### config.mk
export PLATFORM = sky130hd
export DESIGN_NAME = uart_tx_periph
export DESIGN_NICKNAME = d
export VERILOG_FILES = /design/src/rtl/uart_pkg.sv /design/src/rtl/uart_tx_fifo.sv /design/src/rtl/uart_tx_periph.sv
export SDC_FILE = /design/constraint.sdc
export NUM_CORES = 1
export LEC_CHECK = 0
export CORE_MARGIN = 2
export CORE_UTILIZATION = 50
export CTS_CLUSTER_SIZE = 20
export DETAILED_ROUTE_END_ITERATION = 8
export GPL_ROUTABILITY_DRIVEN = 0
export HOLD_SLACK_MARGIN = 0.15
export PLACE_DENSITY = 0.91
export RECOVER_POWER = 50
export SLEW_MARGIN = 25
export SYNTH_ARGS = -nofsm -noshare
export SYNTH_HDL_FRONTEND = slang
export SYNTH_HIERARCHICAL = 1
export SYNTH_SLANG_ARGS = --single-unit
### constraint.sdc
create_clock -name clk -period 2.85 [get_ports clk]
set_input_delay 0.285 -clock clk [delete_from_list [all_inputs] [get_ports clk]]
set_output_delay 0.285 -clock clk [all_outputs]
set_load 0.005 [all_outputs]
### src/rtl/uart_pkg.sv
// uart_pkg: shared definitions for the memory-mapped UART transmitter.
//   - Register offsets relative to the peripheral base address.
//   - CON register bit positions.
//   - Transmit FSM state encoding.
//   - Baud counter width helper.
package uart_pkg;

    localparam logic [31:0] TXD_OFFSET = 32'd0;
    localparam logic [31:0] CON_OFFSET = 32'd4;

    localparam int CON_IE    = 0;
    localparam int CON_DONE  = 1;
    localparam int CON_BUSY  = 2;
    localparam int CON_FULL  = 3;
    localparam int CON_EMPTY = 4;
    localparam int CON_OVF   = 5;

    typedef enum logic [1:0] {
        IDLE  = 2'd0,
        START = 2'd1,
        DATA  = 2'd2,
        STOP  = 2'd3
    } tx_state_e;

    // Width of a counter that must reach divisor-1; never narrower than one bit.
    function automatic int baud_cnt_width(input int divisor);
        if (divisor > 1) begin
            return $clog2(divisor);
        end else begin
            return 1;
        end
    endfunction

endpackage

### src/rtl/uart_tx_fifo.sv
// uart_tx_fifo: byte-wide synchronous FIFO for queued transmit data.
//   clk, reset : clock and synchronous active-high reset (pointers cleared)
//   push, din  : write request and byte; ignored when full
//   pop        : read request; ignored when empty
//   dout       : byte at the head of the queue (valid while !empty)
//   full,empty : occupancy flags derived from the pointer wrap bits
module uart_tx_fifo #(
    parameter int DEPTH = 4
) (
    input  logic       clk,
    input  logic       reset,
    input  logic       push,
    input  logic       pop,
    input  logic [7:0] din,
    output logic [7:0] dout,
    output logic       full,
    output logic       empty
);

    localparam int AW = $clog2(DEPTH);

    // Pointers carry one extra bit so full and empty are distinguishable.
    logic [AW:0] wr_ptr_r;
    logic [AW:0] rd_ptr_r;
    logic [7:0]  mem_r [DEPTH];
    logic        push_ok_s;
    logic        pop_ok_s;

    assign empty     = (wr_ptr_r == rd_ptr_r);
    assign full      = (wr_ptr_r[AW] != rd_ptr_r[AW]) &&
                       (wr_ptr_r[AW-1:0] == rd_ptr_r[AW-1:0]);
    assign push_ok_s = push & ~full;
    assign pop_ok_s  = pop & ~empty;
    assign dout      = mem_r[rd_ptr_r[AW-1:0]];

    // Pointer update; flags are evaluated before the edge.
    always_ff @(posedge clk) begin
        if (reset) begin
            wr_ptr_r <= '0;
            rd_ptr_r <= '0;
        end else begin
            if (push_ok_s) begin
                wr_ptr_r <= wr_ptr_r + (AW+1)'(1);
            end
            if (pop_ok_s) begin
                rd_ptr_r <= rd_ptr_r + (AW+1)'(1);
            end
        end
    end

    // Storage write; contents are don't-care until pushed.
    always_ff @(posedge clk) begin
        if (push_ok_s) begin
            mem_r[wr_ptr_r[AW-1:0]] <= din;
        end
    end

endmodule

### src/rtl/uart_tx_periph.sv
// uart_tx_periph: memory-mapped 8N1 UART transmitter on the MEM-stage bus.
//   clk, reset : clock and synchronous active-high reset
//   MemRead    : read strobe (ReadData is combinational)
//   MemWrite   : write strobe, sampled on the rising edge
//   Addr       : byte address; TXD at BASE_ADDR, CON at BASE_ADDR+4
//   WriteData  : write data
//   ReadData   : read data, 0 when unselected or MemRead low
//   IRQ        : registered CON.ie & CON.done
//   UART_TX    : registered serial line, idle high
module uart_tx_periph
    import uart_pkg::*;
#(
    parameter int          CLK_FREQ   = 50_000_000,
    parameter int          BAUD       = 9600,
    parameter int          FIFO_DEPTH = 4,
    parameter logic [31:0] BASE_ADDR  = 32'h4000_0018
) (
    input  logic        clk,
    input  logic        reset,
    input  logic        MemRead,
    input  logic        MemWrite,
    input  logic [31:0] Addr,
    input  logic [31:0] WriteData,
    output logic [31:0] ReadData,
    output logic        IRQ,
    output logic        UART_TX
);

    localparam int DIVISOR = CLK_FREQ / BAUD;
    localparam int CW      = baud_cnt_width(DIVISOR);
    localparam logic [CW-1:0] CNT_LAST = CW'(DIVISOR - 1);

    // Bus decode
    logic        sel_txd_s;
    logic        sel_con_s;
    logic        txd_wr_s;
    logic        con_wr_s;
    logic        push_s;
    logic        ovf_set_s;
    logic [31:0] con_word_s;
    logic        unused_s;

    // FIFO interface
    logic        pop_s;
    logic [7:0]  fifo_dout_s;
    logic        fifo_full_s;
    logic        fifo_empty_s;

    // Registers
    logic        ie_r;
    logic        done_r;
    logic        ovf_r;
    logic        irq_r;
    logic [7:0]  last_r;

    // FSM
    tx_state_e   state_r, state_n;
    logic [CW-1:0] cnt_r, cnt_n;
    logic [2:0]  idx_r, idx_n;
    logic [7:0]  shift_r, shift_n;
    logic        tx_r, tx_n;
    logic        done_set_s;

    assign sel_txd_s = (Addr == (BASE_ADDR + TXD_OFFSET));
    assign sel_con_s = (Addr == (BASE_ADDR + CON_OFFSET));
    assign txd_wr_s  = MemWrite & sel_txd_s;
    assign con_wr_s  = MemWrite & sel_con_s;
    // Full is judged before the edge, so a same-edge pop does not rescue the write.
    assign push_s    = txd_wr_s & ~fifo_full_s;
    assign ovf_set_s = txd_wr_s & fifo_full_s;
    assign unused_s  = ^{WriteData[31:8]};

    uart_tx_fifo #(
        .DEPTH (FIFO_DEPTH)
    ) u_fifo (
        .clk   (clk),
        .reset (reset),
        .push  (push_s),
        .pop   (pop_s),
        .din   (WriteData[7:0]),
        .dout  (fifo_dout_s),
        .full  (fifo_full_s),
        .empty (fifo_empty_s)
    );

    // Assemble the CON read view from pre-edge state.
    always_comb begin
        con_word_s            = 32'd0;
        con_word_s[CON_IE]    = ie_r;
        con_word_s[CON_DONE]  = done_r;
        con_word_s[CON_BUSY]  = (state_r != IDLE);
        con_word_s[CON_FULL]  = fifo_full_s;
        con_word_s[CON_EMPTY] = fifo_empty_s;
        con_word_s[CON_OVF]   = ovf_r;
    end

    // Combinational read mux.
    always_comb begin
        ReadData = 32'd0;
        if (MemRead) begin
            if (sel_txd_s) begin
                ReadData = {24'd0, last_r};
            end else if (sel_con_s) begin
                ReadData = con_word_s;
            end else begin
                ReadData = 32'd0;
            end
        end else begin
            ReadData = 32'd0;
        end
    end

    // CON register, last-written byte and registered interrupt.
    always_ff @(posedge clk) begin
        if (reset) begin
            ie_r   <= 1'b0;
            done_r <= 1'b0;
            ovf_r  <= 1'b0;
            irq_r  <= 1'b0;
            last_r <= 8'd0;
        end else begin
            if (con_wr_s) begin
                ie_r <= WriteData[CON_IE];
            end
            // Set wins over a same-edge write-1-clear.
            done_r <= done_set_s | (done_r & ~(con_wr_s & WriteData[CON_DONE]));
            ovf_r  <= ovf_set_s  | (ovf_r  & ~(con_wr_s & WriteData[CON_OVF]));
            irq_r  <= ie_r & done_r;
            if (txd_wr_s) begin
                last_r <= WriteData[7:0];
            end
        end
    end

    // Transmit FSM next-state logic.
    always_comb begin
        state_n    = state_r;
        cnt_n      = cnt_r;
        idx_n      = idx_r;
        shift_n    = shift_r;
        tx_n       = tx_r;
        pop_s      = 1'b0;
        done_set_s = 1'b0;
        case (state_r)
            IDLE: begin
                if (!fifo_empty_s) begin
                    pop_s   = 1'b1;
                    shift_n = fifo_dout_s;
                    tx_n    = 1'b0;
                    cnt_n   = '0;
                    state_n = START;
                end else begin
                    tx_n    = 1'b1;
                end
            end
            START: begin
                if (cnt_r == CNT_LAST) begin
                    cnt_n   = '0;
                    idx_n   = 3'd0;
                    tx_n    = shift_r[0];
                    state_n = DATA;
                end else begin
                    cnt_n   = cnt_r + CW'(1);
                end
            end
            DATA: begin
                if (cnt_r == CNT_LAST) begin
                    cnt_n = '0;
                    if (idx_r == 3'd7) begin
                        tx_n    = 1'b1;
                        state_n = STOP;
                    end else begin
                        // Line currently shows shift_r[0]; next bit is shift_r[1].
                        idx_n   = idx_r + 3'd1;
                        tx_n    = shift_r[1];
                        shift_n = {1'b0, shift_r[7:1]};
                    end
                end else begin
                    cnt_n = cnt_r + CW'(1);
                end
            end
            STOP: begin
                if (cnt_r == CNT_LAST) begin
                    cnt_n = '0;
                    if (!fifo_empty_s) begin
                        // Chain straight into the next start bit.
                        pop_s   = 1'b1;
                        shift_n = fifo_dout_s;
                        tx_n    = 1'b0;
                        state_n = START;
                    end else begin
                        done_set_s = 1'b1;
                        tx_n       = 1'b1;
                        state_n    = IDLE;
                    end
                end else begin
                    cnt_n = cnt_r + CW'(1);
                end
            end
            default: begin
                state_n = IDLE;
                tx_n    = 1'b1;
                cnt_n   = '0;
            end
        endcase
    end

    // Transmit FSM state and datapath registers.
    always_ff @(posedge clk) begin
        if (reset) begin
            state_r <= IDLE;
            cnt_r   <= '0;
            idx_r   <= 3'd0;
            shift_r <= 8'd0;
            tx_r    <= 1'b1;
        end else begin
            state_r <= state_n;
            cnt_r   <= cnt_n;
            idx_r   <= idx_n;
            shift_r <= shift_n;
            tx_r    <= tx_n;
        end
    end

    assign IRQ     = irq_r;
    assign UART_TX = tx_r;

endmodule

Word level (Yosys, flattened, before mapping)
Memories as Yosys holds them, arrays and structs flattened. A register that Yosys moved wholly into a read port is not among the register bits.
Index checks and enable logic that the tools add are counted.
Word-level totals
  flip-flop bits (word level): 45
  latch bits: 0
  bits in writable memories: 32
  memory bits (read-only): 0
  input port bits: 68
  output and inout bits: 34
  memories kept: 1
Operators by class
  add/subtract/negate cells: 4
  multipliers: 0
  div/mod/pow operators: 0
  $lt $le $gt $ge: 0
  equality and inequality tests: 16
  shifts and indexed selects: 0
  muxes and demuxes: 37
  bitwise logic cells: 17
  reductions and logical operators: 10
Memory list
  u_fifo.mem_r: depth 4, bits a word 8, read ports 1, clocked after Yosys merged registers in 1, wr ports 1, line uart_tx_fifo.sv:25  | logic [7:0] mem_r [DEPTH];
Operators with widths (number)
  32-bit by 31-bit == test with 1-bit output (second input constant): 2
  8-bit 2-to-1 mux: 5
  32-bit 2-to-1 mux: 1
  13-bit 2-to-1 mux: 2
  13-bit one-hot mux with 2 select lines: 1
  8-bit one-hot mux with 3 select lines: 1
  2-bit 2-to-1 mux: 7
  13-bit by 1-bit adder with 13-bit output (second input constant): 1
  13-bit == test (second input constant): 1
  1-bit 2-to-1 mux: 12
  2-bit inequality test (second input constant): 6
  1-bit bitwise AND: 11
  3-bit by 1-bit adder with 3-bit output (second input constant): 3
  3-bit 2-to-1 mux: 3
  2-bit one-hot mux with 4 select lines: 1
  4-bit AND reduction: 2
  6-bit 2-to-1 mux: 1
  3-bit one-hot mux with 2 select lines: 1
  5-bit AND reduction: 1
  2-bit == test (second input constant): 2
  1-bit inverter: 4
  1-bit one-hot mux with 4 select lines: 1
  2-bit nonzero test: 2
  3-bit == test: 1
  other kinds (11): 12

Longest topological paths before layout
  depth in word-level cells: 7
  depth in mapped cells: 9

Cells and area by module
Netlist, hierarchy kept.
Modules (own cells, without submodules)
  uart_tx_periph: instances 1, cells an instance 305, area an instance 2534.9 sq um, sequential area each 780.7 sq um
  uart_tx_fifo: instances 1, cells an instance 110, area an instance 1731.7 sq um, sequential area each 1121.1 sq um

Least setup slack after synthesis
No wires, ideal clock.
  path type: input -> register
  start: input port Addr[25]
  end: memory u_fifo.mem_r[3][0], enable pin
  library setup time: 0.378 ns
  arrival: 2.168 ns
  required time: 2.472 ns
  slack: 0.305 ns
  stages: 6
  path buffers: 0
  cells stage by stage: nor4b_1 > nand4_1 > nor3_1 > nor3b_1 > nand2_1 > a31oi_1
On the way
  word-level cells in the longest chain between the ends: 6
Ends and longest elaborated chain
  start: declaration: line uart_tx_periph.sv:22  | input logic [31:0] Addr,
  32-bit by 31-bit == test with 1-bit output: line uart_tx_periph.sv:64  | assign sel_txd_s = (Addr == (BASE_ADDR + TXD_OFFSET));
  1-bit bitwise AND: line uart_tx_periph.sv:66  | assign txd_wr_s = MemWrite & sel_txd_s;
  1-bit bitwise AND: line uart_tx_periph.sv:69  | assign push_s = txd_wr_s & ~fifo_full_s;
  net push_s: line uart_tx_periph.sv:38  | logic push_s;
  1-bit bitwise AND: line uart_tx_fifo.sv:32  | assign push_ok_s = push & ~full;
  1-bit 2-to-1 mux: line uart_tx_fifo.sv:53  | if (push_ok_s) begin
  1-bit 2-to-1 mux (not written as such): line uart_tx_fifo.sv:54  | mem_r[wr_ptr_r[AW-1:0]] <= din;
  end: declaration: line uart_tx_fifo.sv:25
The timed path passes the listed nets, and every way through them passes these cells.

Final worst setup path
  start: input port Addr[9]
  end: output port ReadData[4]
On the way
  word-level cells in the longest chain between the ends: 4
  elaborated cells between the ends (all ways): 5
Ends and longest elaborated chain
  32-bit by 31-bit == test with 1-bit output: line uart_tx_periph.sv:65  | assign sel_con_s = (Addr == (BASE_ADDR + CON_OFFSET));
  6-bit 2-to-1 mux: line uart_tx_periph.sv:103  | end else if (sel_con_s) begin
  8-bit 2-to-1 mux (*): line uart_tx_periph.sv:101  | if (sel_txd_s) begin
  32-bit 2-to-1 mux (*): line uart_tx_periph.sv:100  | if (MemRead) begin
  end: declaration: line uart_tx_periph.sv:24  | output logic [31:0] ReadData,
Every way passes the cells marked *; elsewhere a longest branch is shown, timed or not.

==> qor.yml <==
finalMaxSlewViolations: 0
vdd_drop_max_mv: 0.327
required_ps: 2570
clkSinkCount: 79
total_clock_buffers_created_by_cts: 9
synth_top_family_by_area: "simple AND/OR/NAND/NOR gates"
timing.final.crit_share_pct: 94.5
relSlewSlack_pct: 53.8
crit_fanout: 11
cp_slowest_cell: "sky130_fd_sc_hd__clkdlybuf4s50_1"
worstSetupPathType: "input pin to primary output"
htree_levels: 3
synth_cell_type_count: 63
ys_ff_latch: 79
number_of_hold_violations_in_the_final_report: 0
drc: 0
worstSkewPairLatency_ps: 360
ys_async_rst_share_pct: 0
core.rowCount: 33
report.final.setup_viol: 0
drv.max_cap_violation_count: 0
synth_seq_area_share_pct: 44.6
synth-edff-count: 32
detail_route.vias_per_cell: 6.03
worst_slack_ps: 157
finalCoreUtilization_pct: 62.7
post_cts_hold_buffer_count: 0
place.detailed.hpwl_mm: 7.22
via_count: 3551
postCtsSetupRepairBufs: 0
avgSynthCellArea_um2: 10.3
initial_core_utilization_pct: 51.7
cp_cell_sequence: "clkdlybuf4s50_1 > nor4b_2 > and4_2 > nand4_1 > a21boi_0 > clkdlybuf4s50_1"
share_of_final_layout_standard_cells_stronger_than_drive_strength_1_pct: 13.4
synth-compound-area-share_pct: 16.4
xor_xnor_share_of_the_synthesized_area_pct: 1.85
timing.hold.worst.class: "flop to flop"
switching_share_pct: 31.3
post_synthesis_instance_area_um2: 4270
yosysWarningCount: 6
drt_first_iter_violations: 140
internal_power_mw: 2.06
net-switching-power_uw: 940
number_of_antenna_violations_at_the_first_check_in_global_routing: 0
timing.critical_path.to_type: "primary output"
drt_wl_total_mm: 10.1
dpl-instance-area_um2: 4940
coreArea_um2: 8260
outcome: "finished clean"
setup_repair_after_global_routing_missed_its_margin: "false"
worst_setup_path_start_kind: "input pin"
critical-path-max-stage-delay_ps: 540
synthFlopType: "sky130_fd_sc_hd__dfxtp_1"
cellPowerDensity_nw_per_um2: 579
comb_power_share_pct: 24.5
io-pin-count: 102
pre_cts_slack_ps: -2.63
synthAdderAreaFrac_pct: 4.11
cp_data_arrival_time_ps: 2410
synth_cells: 415
maximum_count_of_clock_buffers_along_a_single_path: 2
cts_tree: "done"
root_buf_cell: "sky130_fd_sc_hd__clkbuf_8"
multiInputGateArea_um2: 2100
worst_slew_pin_slew_ps: 693
p_total_mw: 3.00
pin_count_of_the_biggest_net_entering_global_routing: 19
finClkSkew_ps: 13.6
first_pass_grt_wire_length_mm: 16.4
routed_wire_length_per_instance_um: 17.2
final.min_clock_period_ps: 2690
proportion_of_power_drawn_by_the_clock_network_pct: 32.2
leakagePower_nw: 1.83
flow.area_growth_from_synthesis_pct: 21.4
fillCellCount: 635
first_global_vias: 3475
route.antenna.remaining_nets: 0
nNetsFinal: 561
area.sequential_um2: 1900
fmax_mhz: 371
numPortBuffers: 53
post_synthesis_mux_area_share_pct: 6.57
grt_use_total_pct: 22.8
seq_power_share_pct: 43.3
grt_remaining_overflow: 0
die_h_um: 96.4
synth-simple-area-share_pct: 17.6
die_x_um: 96.4
most_common_cell_on_crit_path: "sky130_fd_sc_hd__clkdlybuf4s50_1"
firstDrtPassIters: 4
clkSlewWorstSetupHoldPaths_ps: 80
antenna_cells: 0
floorplan.die_area_um2: 9290
post-route-cell-area_um2: 5180
==> synthesized netlist by cell type (2+ instances only) <==
cell / n / area share (%)
sky130_fd_sc_hd__mux2i_1: 10 / 2.3
sky130_fd_sc_hd__inv_1: 19 / 1.7
sky130_fd_sc_hd__dfxtp_1: 47 / 22
sky130_fd_sc_hd__a31o_2: 8 / 1.6
sky130_fd_sc_hd__or2_2: 2 / 0.29
sky130_fd_sc_hd__nor4b_1: 3 / 0.62
sky130_fd_sc_hd__nand4_1: 25 / 3.7
sky130_fd_sc_hd__o21ai_0: 11 / 1.3
sky130_fd_sc_hd__mux4_2: 8 / 4.2
sky130_fd_sc_hd__clkbuf_1: 11 / 0.97
sky130_fd_sc_hd__nor3_1: 5 / 0.59
sky130_fd_sc_hd__a41oi_1: 2 / 0.41
sky130_fd_sc_hd__or3_1: 2 / 0.29
sky130_fd_sc_hd__ha_1: 14 / 4.1
sky130_fd_sc_hd__nor2_1: 14 / 1.2
sky130_fd_sc_hd__a31oi_1: 11 / 1.6
sky130_fd_sc_hd__a311oi_1: 8 / 1.6
sky130_fd_sc_hd__a22o_1: 4 / 0.82
sky130_fd_sc_hd__a21oi_1: 14 / 1.6
sky130_fd_sc_hd__buf_2: 7 / 0.82
sky130_fd_sc_hd__xnor2_1: 4 / 0.82
sky130_fd_sc_hd__o211ai_1: 5 / 0.88
sky130_fd_sc_hd__buf_4: 24 / 4.2
sky130_fd_sc_hd__nor4_1: 9 / 1.3
sky130_fd_sc_hd__buf_1: 2 / 0.18
sky130_fd_sc_hd__nor3b_1: 8 / 1.4
sky130_fd_sc_hd__and4_1: 2 / 0.41
sky130_fd_sc_hd__or4_1: 2 / 0.35
sky130_fd_sc_hd__a211o_1: 8 / 1.6
sky130_fd_sc_hd__a21boi_0: 8 / 1.4
sky130_fd_sc_hd__nand2_1: 33 / 2.9
sky130_fd_sc_hd__and2_1: 3 / 0.44
sky130_fd_sc_hd__nand2b_1: 2 / 0.29
sky130_fd_sc_hd__nand3_1: 12 / 1.4
sky130_fd_sc_hd__edfxtp_1: 32 / 23
sky130_fd_sc_hd__xor2_1: 5 / 1.0
sky130_fd_sc_hd__and3_1: 5 / 0.73
==> path summary, 6_finish.rpt <==
path / from / to / slack, ps / cells past startpoint
worst max register to register: cnt_r[4]$_SDFFE_PP0P_ / flop / 310 / 6
worst min register to register: idx_r[2]$_SDFFE_PP0P_ / idx_r[2]$_SDFFE_PP0P_ / 460 / 2
worst max-delay path: Addr[9] / ReadData[4] / 160 / 6
worst min-delay path: idx_r[2]$_SDFFE_PP0P_ / idx_r[2]$_SDFFE_PP0P_ / 460 / 2
==> per-stage QoR <==
stage                     cells  hold WS, ps  TNS (ps)
final                       589          459         0
after global routing        589          480         0
after CTS                   589          462         0
after detailed placement    573          450     -18.2
after global placement      573          443         0
after floorplan             438          384         0
==> power groups by stage <==
stage	Clock [mW]	Sequential [mW]	Combinational (mW)
6_report	0.966	1.30	0.736
5_1_grt	1.03	1.31	0.803
4_1_cts	0.981	1.30	0.735
3_5_place_dp	0	1.32	0.730
3_3_place_gp	0	1.32	0.687
2_1_floorplan	0	1.29	0.550
==> layout by cell type (no fill, tap or decap), types with 5 or more instances in the layout <==
master,instances
sky130_fd_sc_hd__nand3_1,12
sky130_fd_sc_hd__clkbuf_1,5
sky130_fd_sc_hd__and3_1,5
sky130_fd_sc_hd__mux2i_1,10
sky130_fd_sc_hd__clkdlybuf4s50_1,42
sky130_fd_sc_hd__nand2_1,33
sky130_fd_sc_hd__a311oi_1,9
sky130_fd_sc_hd__o21ai_0,11
sky130_fd_sc_hd__inv_1,19
sky130_fd_sc_hd__nor3_1,5
sky130_fd_sc_hd__buf_4,17
sky130_fd_sc_hd__nor4_1,5
sky130_fd_sc_hd__a21oi_1,14
sky130_fd_sc_hd__a21boi_0,7
sky130_fd_sc_hd__dfxtp_1,47
sky130_fd_sc_hd__xor2_1,5
sky130_fd_sc_hd__o211ai_1,5
sky130_fd_sc_hd__a211o_1,8
sky130_fd_sc_hd__mux4_2,8
sky130_fd_sc_hd__nor3b_1,8
sky130_fd_sc_hd__a31o_2,8
sky130_fd_sc_hd__dlygate4sd3_1,11
sky130_fd_sc_hd__edfxtp_1,32
sky130_fd_sc_hd__clkbuf_8,9
sky130_fd_sc_hd__nor2_1,13
sky130_fd_sc_hd__nand4_1,25
sky130_fd_sc_hd__a31oi_1,11
sky130_fd_sc_hd__ha_1,14
sky130_fd_sc_hd__conb_1,24
==> state kept, by name, indices dropped and copies added, names as in the netlist, named ones only <==
register         cells
u_fifo/rd_ptr_r      3
u_fifo/mem_r        32
state_r              2
done_r               1
IRQ                  1
cnt_r               13
ovf_r                1
shift_r              8
last_r               8
u_fifo/wr_ptr_r      3
idx_r                3
UART_TX              1
ie_r                 1
==> area by class of cell <==
| cell class | count | area share (%) |
|---|---|---|
| inverters | 20 | 1.45 |
| repair buffers | 78 | 14.2 |
| clock inverters | 7 | 2.13 |
| multi-input cells | 291 | 40.6 |
| clock buffers | 9 | 2.39 |
| well taps | 105 | 2.54 |
| flip-flops and latches | 79 | 36.7 |
==> cell families after synthesis <==
kind of cell    after synthesis
compound gates               93
xor+xnor                      9
fa+ha+maj                    14
buf+inv                      68
flops                        79
mux                          18
other cells                   1
simple gates                133
==> critical path: cells and delay by family <==
kind	cells	cell delay [ps]
compound gates	1	230
buf+inv	2	960
simple gates	3	920
==> timing repair <==
action,in CTS,in global routing
endpoints found under the hold margin,0,0
resized for setup,0,11
endpoints found under the setup margin,0,11
==> layer usage <==
metal / vias to the layer above / track usage (%) / share of wire (%)
met3: 18 / 5.66 / 4.8
li1: 1672 / - / -
met5: - / 0 / 0
met2: 105 / 41.3 / 54
met1: 1756 / 26.7 / 40
met4: 0 / 6.81 / 1.5
No activity file was read; power rests on OpenSTA's default activity.
